### src/rtl/fetch_pkg.sv
// fetch_pkg: shared definitions for the instruction-fetch stage.
//   PC_W          - PC / instruction width (16)
//   NOP_ENC       - bubble encoding presented when no valid instruction exists
//   HALT_ENC      - encoding that stops fetch
//   fetch_state_t - fetch FSM states (2-bit encoding)
//   pc_inc()      - next sequential PC, wraps modulo 2^16
package fetch_pkg;

   localparam int PC_W = 16;

   localparam logic [PC_W-1:0] NOP_ENC  = 16'h0800;
   localparam logic [PC_W-1:0] HALT_ENC = 16'h0000;

   typedef enum logic [1:0] {
      FETCH  = 2'd0,
      HOLD   = 2'd1,
      SQUASH = 2'd2,
      HALTED = 2'd3
   } fetch_state_t;

   function automatic logic [PC_W-1:0] pc_inc(input logic [PC_W-1:0] pc);
      return pc + 16'd2;
   endfunction

endpackage

### src/rtl/fetch_hold_buf.sv
// fetch_hold_buf: holds one fetched instruction and its PC while the
// decode stage is stalled.
//   clk, rst  - clock, synchronous active-high reset
//   load      - capture instr_in / pc_in
//   clear     - drop the buffered instruction (back to NOP)
//   instr_in  - instruction to capture
//   pc_in     - PC of that instruction
//   instr     - buffered instruction
//   pc        - buffered PC
module fetch_hold_buf
   import fetch_pkg::*;
(
   input  logic            clk,
   input  logic            rst,
   input  logic            load,
   input  logic            clear,
   input  logic [PC_W-1:0] instr_in,
   input  logic [PC_W-1:0] pc_in,
   output logic [PC_W-1:0] instr,
   output logic [PC_W-1:0] pc
);

   // Buffer register: clear wins over load so a redirect always drops it.
   always_ff @(posedge clk) begin
      if (rst || clear) begin
         instr <= NOP_ENC;
         pc    <= 16'h0000;
      end else if (load) begin
         instr <= instr_in;
         pc    <= pc_in;
      end else begin
         instr <= instr;
         pc    <= pc;
      end
   end

endmodule

### src/rtl/fetch_unit.sv
// fetch_unit: instruction-fetch stage of the 16-bit 5-stage pipeline.
// Owns the PC, issues reads to a variable-latency instruction memory and
// presents instruction / PC / PC+2 to the IF/ID register each cycle.
// Optional macro FETCH_ALIGN_CHK_EN adds misaligned-PC detection
// (misalign_err output); without it pc[0] is passed through unchecked.
// Ports:
//   clk, rst           - clock, synchronous active-high reset
//   stall              - IF/ID hold request; presented instruction not accepted
//   redirect_valid/pc  - taken branch/jump and its target
//   imem_rd/addr       - memory read request and address
//   imem_rdata/done    - memory read data and completion
//   instr_out, pc_out, pc_plus_two_out, instr_valid - to IF/ID
//   halted             - fetch stopped on HALT
//   misalign_err       - (macro only) sticky misaligned-PC flag
module fetch_unit
   import fetch_pkg::*;
#(
   parameter logic [15:0] RESET_PC   = 16'h0000,
   parameter logic [15:0] NOP_INSTR  = NOP_ENC,
   parameter logic [15:0] HALT_INSTR = HALT_ENC
)(
   input  logic            clk,
   input  logic            rst,
   input  logic            stall,
   input  logic            redirect_valid,
   input  logic [PC_W-1:0] redirect_pc,
   output logic            imem_rd,
   output logic [PC_W-1:0] imem_addr,
   input  logic [PC_W-1:0] imem_rdata,
   input  logic            imem_done,
   output logic [PC_W-1:0] instr_out,
   output logic [PC_W-1:0] pc_out,
   output logic [PC_W-1:0] pc_plus_two_out,
   output logic            instr_valid,
   output logic            halted
`ifdef FETCH_ALIGN_CHK_EN
   ,
   output logic            misalign_err
`endif
);

   fetch_state_t    state_r, state_nxt_s;
   logic [PC_W-1:0] pc_r, pc_nxt_s;
   logic [PC_W-1:0] pend_r, pend_nxt_s;
   logic            hold_load_s, hold_clear_s;
   logic [PC_W-1:0] hold_instr_s, hold_pc_s;
   logic            misaligned_s;

`ifdef FETCH_ALIGN_CHK_EN
   logic misalign_r;

   assign misaligned_s = pc_r[0];
   assign misalign_err = misalign_r;

   // Sticky misalignment flag, cleared only by reset or a redirect.
   always_ff @(posedge clk) begin
      if (rst || redirect_valid) begin
         misalign_r <= 1'b0;
      end else if ((state_r == FETCH) && pc_r[0]) begin
         misalign_r <= 1'b1;
      end else begin
         misalign_r <= misalign_r;
      end
   end
`else
   assign misaligned_s = 1'b0;
`endif

   fetch_hold_buf u_hold (
      .clk      (clk),
      .rst      (rst),
      .load     (hold_load_s),
      .clear    (hold_clear_s),
      .instr_in (imem_rdata),
      .pc_in    (pc_r),
      .instr    (hold_instr_s),
      .pc       (hold_pc_s)
   );

   // State, PC and pending redirect target registers.
   always_ff @(posedge clk) begin
      if (rst) begin
         state_r <= FETCH;
         pc_r    <= RESET_PC;
         pend_r  <= RESET_PC;
      end else begin
         state_r <= state_nxt_s;
         pc_r    <= pc_nxt_s;
         pend_r  <= pend_nxt_s;
      end
   end

   // Next-state logic and IF/ID presentation; redirect has top priority.
   always_comb begin
      state_nxt_s  = state_r;
      pc_nxt_s     = pc_r;
      pend_nxt_s   = pend_r;
      hold_load_s  = 1'b0;
      hold_clear_s = 1'b0;
      imem_rd      = 1'b0;
      imem_addr    = pc_r;
      instr_out    = NOP_INSTR;
      instr_valid  = 1'b0;
      halted       = 1'b0;
      pc_out       = pc_r;

      case (state_r)
         FETCH: begin
            imem_rd = !misaligned_s;
            if (redirect_valid) begin
               // An outstanding read must drain before the new address is used.
               if (!misaligned_s && !imem_done) begin
                  state_nxt_s = SQUASH;
                  pend_nxt_s  = redirect_pc;
               end else begin
                  pc_nxt_s     = redirect_pc;
                  hold_clear_s = 1'b1;
               end
            end else if (!misaligned_s && imem_done) begin
               instr_valid = 1'b1;
               instr_out   = imem_rdata;
               if (stall) begin
                  hold_load_s = 1'b1;
                  state_nxt_s = HOLD;
               end else if (imem_rdata == HALT_INSTR) begin
                  state_nxt_s = HALTED;
               end else begin
                  pc_nxt_s = pc_inc(pc_r);
               end
            end else begin
               state_nxt_s = FETCH;
            end
         end
         HOLD: begin
            pc_out = hold_pc_s;
            if (redirect_valid) begin
               hold_clear_s = 1'b1;
               pc_nxt_s     = redirect_pc;
               state_nxt_s  = FETCH;
            end else begin
               instr_valid = 1'b1;
               instr_out   = hold_instr_s;
               if (stall) begin
                  state_nxt_s = HOLD;
               end else if (hold_instr_s == HALT_INSTR) begin
                  state_nxt_s = HALTED;
               end else begin
                  pc_nxt_s    = pc_inc(pc_r);
                  state_nxt_s = FETCH;
               end
            end
         end
         SQUASH: begin
            // Old address stays on the bus until the abandoned read completes.
            imem_rd = 1'b1;
            if (redirect_valid) begin
               pend_nxt_s = redirect_pc;
            end else begin
               pend_nxt_s = pend_r;
            end
            if (imem_done) begin
               pc_nxt_s    = redirect_valid ? redirect_pc : pend_r;
               state_nxt_s = FETCH;
            end else begin
               state_nxt_s = SQUASH;
            end
         end
         HALTED: begin
            halted = 1'b1;
            if (redirect_valid) begin
               pc_nxt_s    = redirect_pc;
               state_nxt_s = FETCH;
            end else begin
               state_nxt_s = HALTED;
            end
         end
         default: begin
            state_nxt_s = FETCH;
         end
      endcase

      // Nothing is requested or presented while reset is asserted.
      if (rst) begin
         imem_rd     = 1'b0;
         instr_valid = 1'b0;
         instr_out   = NOP_INSTR;
      end else begin
         imem_rd     = imem_rd;
      end
   end

   assign pc_plus_two_out = pc_inc(pc_out);

endmodule

### config.mk
export PLATFORM = sky130hd
export DESIGN_NAME = fetch_unit
export DESIGN_NICKNAME = d
export VERILOG_FILES = /design/src/rtl/fetch_pkg.sv /design/src/rtl/fetch_hold_buf.sv /design/src/rtl/fetch_unit.sv
export SDC_FILE = /design/constraint.sdc
export NUM_CORES = 1
export LEC_CHECK = 0
export BUFFER_PORTS_ARGS = -buffer_cell sky130_fd_sc_hd__buf_2
export CAP_MARGIN = 25
export CORE_MARGIN = 2
export CORE_UTILIZATION = 49
export DETAILED_ROUTE_END_ITERATION = 8
export PLACE_DENSITY = 0.72
export SLEW_MARGIN = 20
export SYNTH_ARGS = -nofsm -noshare
export SYNTH_HDL_FRONTEND = slang
export SYNTH_SLANG_ARGS = --single-unit
### constraint.sdc
create_clock -name clk -period 3 [get_ports clk]
set_input_delay 0.15 -clock clk [delete_from_list [all_inputs] [get_ports clk]]
set_output_delay 0.15 -clock clk [all_outputs]
set_load 0.03 [all_outputs]
==> reports/metrics.cfg, run 1 <==
[floorplan]
start_util_pct = 49.8
core_um2 = 8130
num_rows = 33
die_x_um = 94.9
die-area_um2 = 9010
io_pins = 104
die_h_um = 94.9

[timing]
rsz0062_at_grt = false
slew_headroom_pct = 28.7
setup_viol = 0
tightest_slew_ns = 1.07
min_period_ns = 2.66
final_max_slew_viol_count = 0
clock_skew_ns = 0.00880
holdWs_ns = 0.0446
finalHoldViolations = 0
fin_ws_ns = 0.344
max_freq_mhz = 377
layout_worst_path_cycle_share_pct = 88.5
setup_tns_ns = 0

[route]
drc_errors = 0
drtIter0Drc = 287
drt_wl_total_um = 11200
via_per_inst = 5.64
antenna_left = 0
num_vias = 4101
wl_per_cell_um = 15.3
first_pass_iters = 6

[synthesis]
synth_nets = 576
synth_top_family_by_area = simple AND/OR/NAND/NOR gates
ys_seq_area_share_pct = 32.6
yosys_most_used_dff = dfxtp_1
ys_ff_latch = 66
synth_fa_ha_area_share_pct = 0.618
syn_inst = 537
yosys_warnings = 0
synth_compound_area_share_pct = 22.9
synth_mux_area_share_pct = 5.87
yosys.area_share.simple_pct = 26.2
syn_area_per_cell_um2 = 7.54
ys_types = 62
synth_edf_count = 0
synth_area_um2 = 4050
synthArstFlopShare_pct = 0
yosys.area_share.xor_xnor_pct = 4.97

[clocking]
cts.reportedPaths.clkPinSlew_ns = 0.08
insertion_delay_ns = 0.35
cts_resized = 0
numCtsBuffers = 9
cts_tree = yes
cts_sinks = 66
post-cts-setup-buffers = 0
cts_buffer_depth = 2
h-tree-depth = 3
root_buffer = clkbuf_8
hold_buffers = 0

[finish]
nNetsFinal = 656
stdcell_count = 727
drive_gt1_share_pct = 25.7
post-route-util_pct = 58.4
syn2layout_area_growth_pct = 17.3
multi_input_area_um2 = 2470
diodes = 0
ff_latch_area_um2 = 1320
final_area_um2 = 4750
fillers = 767

[global_route]
grt.overflow.total = 0
grt_pass1_vias = 3733
grt_max_degree = 37
track_usage_pct = 25.1
grt_pass1_wl_um = 18100
antenna_found_initial = 0

[worst_hold_path]
min_path_type = in2reg
holdCritStartpoint = redirect_pc[0]

[worst_setup_path]
cp.arrival_ns = 2.51
worstSetupEndpointType = output pin
reg2reg_from = state_r[1]
slowest_stage = mux2_2
cp-start-kind = flop
crit_fanout = 13
crit_chain = nor2b_4 > buf_4 > mux2_2 > nand2_1 > and4b_1 > xor2_1 > buf_2
critPathKind = reg2out
critical_path_required_ns = 2.85
startpoint = state_r[0]
cpPeakStageDelay_ns = 0.39

[place]
place_area_um2 = 4560
dp_hpwl_um = 7980
dp_worst_setup_slack_ns = 0.634
dpl.cell_count = 710
port_buffers = 103
globalplace.congestion = 0.874

[run_status]
status = completed

[pwr]
totalPowerFinal_mw = 2.43
irDropWorstVdd_mv = 0.272
p_leak_nw = 1.91
powerDensity_nw_per_um2 = 511

[run]
drv_cap = 0

-- metal layers --
metal / GRT usage, % / vias up / wire length (um) / share of wire [%]
met2: 38.9 / 142 / 5000 / 45
met1: 35.0 / 1883 / 5380 / 48
met3: 3.83 / 17 / 591 / 5.3
met5: 0 / - / 0 / 0
li1: - / 2059 / - / -
met4: 9.54 / 0 / 184 / 1.6
-- critical path, delay by kind of cell (launching register included) --
family | cells | cell delay [ns]
simple gates | 3 | 0.82
mux | 1 | 0.39
flops | 1 | 0.33
buf+inv | 2 | 0.50
xor+xnor | 1 | 0.12
-- logic make-up (layout without fill, tap and decap cells) --
group,count (synthesis),in the layout
adders and majority gates,2,2
AOI/OAI and AO/OA,148,148
buffers and inverters,58,143
DFF,66,66
and+or+nand+nor,220,220
xor gates and xnor gates,23,23
muxes,20,20
-- where the power goes --
group | internal (mW) | switching (mW)
Clock | 0.305 | 0.387
Combinational | 0.240 | 0.494
Sequential | 0.926 | 0.0756
-- cells in the final DEF, fill, tap and decap left out, types with 3 or more instances in the layout --
cell	Yosys	routed
a211oi_1	6	6
a21oi_1	74	74
a221oi_1	7	7
a22o_1	4	4
a22oi_1	21	21
a2bb2oi_1	4	4
a311oi_1	5	5
and4_1	3	3
buf_2	17	103
buf_4	1	12
clkbuf_8	0	9
clkinv_4	0	3
dfxtp_1	66	66
inv_1	10	10
mux2_2	10	10
mux2i_1	6	6
nand2_1	121	121
nand3_1	5	5
nand4_1	5	5
nor2_1	38	38
nor3_1	7	7
nor3b_1	7	7
nor4_1	12	12
o21ai_0	13	13
xnor2_1	14	14
xor2_1	9	9
-- synth_stat cells (3+ instances only) --
cell / n / share of area (%)
a211oi_1: 6 / 1.1
a21oi_1: 74 / 9.1
a221oi_1: 7 / 1.5
a22o_1: 4 / 0.86
a22oi_1: 21 / 3.9
a2bb2oi_1: 4 / 0.86
a311oi_1: 5 / 1.1
and4_1: 3 / 0.65
buf_2: 17 / 2.1
clkbuf_1: 22 / 2.0
dfxtp_1: 66 / 33
inv_1: 10 / 0.93
mux2_2: 10 / 2.8
mux2i_1: 6 / 1.5
nand2_1: 121 / 11
nand3_1: 5 / 0.62
nand4_1: 5 / 0.77
nor2_1: 38 / 3.5
nor3_1: 7 / 0.86
nor3b_1: 7 / 1.3
nor4_1: 12 / 1.9
o21ai_0: 13 / 1.6
xnor2_1: 14 / 3.0
xor2_1: 9 / 1.9
-- sequential cells by signal (all words and copies together), names as in the netlist --
signal,flops
imem_addr,16
pend_r,16
u_hold.instr,16
u_hold.pc,16
state_r,2
-- final timing paths --
path,slack [ns],depth (start not counted),end
max,0.34,7,pc_plus_two_out[15]
max reg2reg,0.74,5,imem_addr[13]
min,0.04,3,pend_r[0]
min reg2reg,0.45,2,pend_r[7]
-- layout make-up --
class | instances | area share (%)
Multi-Input combinational cell | 413 | 52.0
Sequential cell | 66 | 27.8
Timing Repair Buffer | 115 | 12.7
Tap cell | 105 | 2.77
Clock buffer | 9 | 2.61
Clock inverter | 7 | 1.16
Inverter | 12 | 0.948
Power figures use the tool's default switching activity.
==> inputs of run 2 (changes only) <==
CORE_ASPECT_RATIO = 1.4   (was default)
==> run 2 against run 1 <==
Clock power is 38% higher. Power grew 11%. Sequential share of layout area down 0.55 points. Highest routed layer unchanged. Cell area grew 2.0%. Critical endpoint is now instr_out[14]. Count of clock-buffer cells in the layout up 3. Non-clock buffer count is 1 higher.
==> reports/metrics.cfg, run 2 (synthesized netlist as in run 1, its figures left out) <==
[run_status]
status = completed

[floorplan]
core_um2 = 8100
io_pins = 104
start_util_pct = 50.0
die-area_um2 = 9020
num_rows = 39
die_h_um = 112
die_x_um = 80.9

[worst_setup_path]
worst-path-buf-inv = 2
slowest_stage = nor2_1
cp-start-kind = flop
crit_fanout = 17
cpPeakStageDelay_ns = 0.77
critPathKind = reg2out
cp_top_family = simple AND/OR/NAND/NOR gates
worstSetupEndpointType = output pin
critical_path_required_ns = 2.85
cp.arrival_ns = 2.59
crit_chain = buf_4 > or2_1 > nor2_1 > a22oi_1 > nor2_1 > buf_2
crit_top_cell = nor2_1

[finish]
drive_gt1_share_pct = 25.6
nNetsFinal = 657
diodes = 0
final_common_cell = nand2_1
fillers = 788
syn2layout_area_growth_pct = 19.6
layout_common_cells = nand2_1, buf_2, a21oi_1

[clocking]
post-cts-setup-buffers = 0
cts_sinks = 66
cts_tree = yes
root_buffer = clkbuf_16
h-tree-depth = 3
cts_resized = 0
hold_buffers = 0
numCtsBuffers = 9
cts_buffer_depth = 2
insertion_delay_ns = 0.33
cts.reportedPaths.clkPinSlew_ns = 0.05

[route]
antenna_left = 0
wl_per_cell_um = 15.0
num_vias = 4173
drt_wl_total_um = 10900
first_pass_iters = 5
via_per_inst = 5.76
drtIter0Drc = 309
drc_errors = 0

[global_route]
grt.overflow.total = 0
antenna_found_initial = 0
grt_max_degree = 37
grt_pass1_wl_um = 18100
grt_pass1_vias = 3783
track_usage_pct = 24.8

[timing]
layout_worst_path_cycle_share_pct = 91.2
max_freq_mhz = 365
clock_skew_ns = 0.00461
tightest_slew_ns = 1.05
slew_headroom_pct = 29.8
setup_tns_ns = 0
rsz0062_at_grt = false
final_max_slew_viol_count = 0
finalHoldViolations = 0
setup_viol = 0
min_period_ns = 2.74
holdWs_ns = 0.0714

[place]
globalplace.congestion = 0.869
port_buffers = 103
dp_hpwl_um = 7940

[pwr]
irDropWorstVdd_mv = 0.323
powerDensity_nw_per_um2 = 554
p_leak_nw = 1.97

[run]
drv_cap = 0

[worst_hold_path]
min_path_type = in2reg

==> run 2: cell types whose count changed in the layout (fill, tap and decap cells not counted) <==
| cell | change |
|---|---|
| buf_4 | +1 |
| clkinvlp_4 | -2 |
| clkinv_4 | -3 |
| clkbuf_16 | +9 |
| inv_6 | -1 |
| clkbuf_8 | -7 |
| clkbuf_1 | +1 |
| clkinv_2 | +2 |
==> run 2: path summary, 6_finish.rpt <==
path / start / end / slack, ns / cells past startpoint
worst max-delay path: state_r[1] / instr_out[14] / 0.26 / 6
worst min register to register: pend_r[15] / pend_r[15] / 0.45 / 2
worst max register to register: state_r[1] / imem_addr[4] / 0.66 / 5
worst min-delay path: redirect_pc[0] / pend_r[0] / 0.07 / 3
==> run 2: final cells by class <==
class	count	area (um2)	area share (%)
multi-input combinational	413	2470	50.9
clock inverter	3	15.0	0.310
inverter	12	45.0	0.929
tap	102	128	2.63
timing repair buffer	116	613	12.6
sequential	66	1320	27.3
clock buffer	12	256	5.29
==> run 2: where the power goes <==
group | internal (mW) | switching [mW] | total [mW] | leakage, nW
clock | 0.594 | 0.358 | 0.952 | 0.138
combinational | 0.240 | 0.491 | 0.731 | 1.29
sequential | 0.929 | 0.0731 | 1.00 | 0.538
total | 1.76 | 0.922 | 2.69 | 1.97
==> run 2: routing by layer <==
| layer | vias to the layer above | GRT usage (%) | part of all wire [%] |
|---|---|---|---|
| met3 | 26 | 4.05 | 5.4 |
| met1 | 1940 | 32.3 | 43 |
| met4 | 0 | 11.2 | 3.1 |
| met2 | 148 | 39.8 | 49 |
| met5 | - | 0 | 0 |
| li1 | 2059 | - | - |
==> run 2: per-stage QoR <==
step,util [%],instances,setup WS [ns],total power [mW],cell area (um2)
after global routing,59.8,724,0.0393,2.81,4850
after detailed placement,56.5,709,0.639,1.74,4580
final,59.8,724,0.263,2.69,4850
after global placement,56.5,709,0.736,1.73,4580
after CTS,59.8,724,0.279,2.70,4850
after floorplan,-,537,0.267,1.55,4050
==> run 2: worst register-to-register path, stage by stage, from the launching register on <==
cell	delay [ns]
dfxtp_1	0.36
buf_4	0.25
nor2_1	0.24
a22oi_1	0.90
o2111ai_1	0.31
a21oi_1	0.20
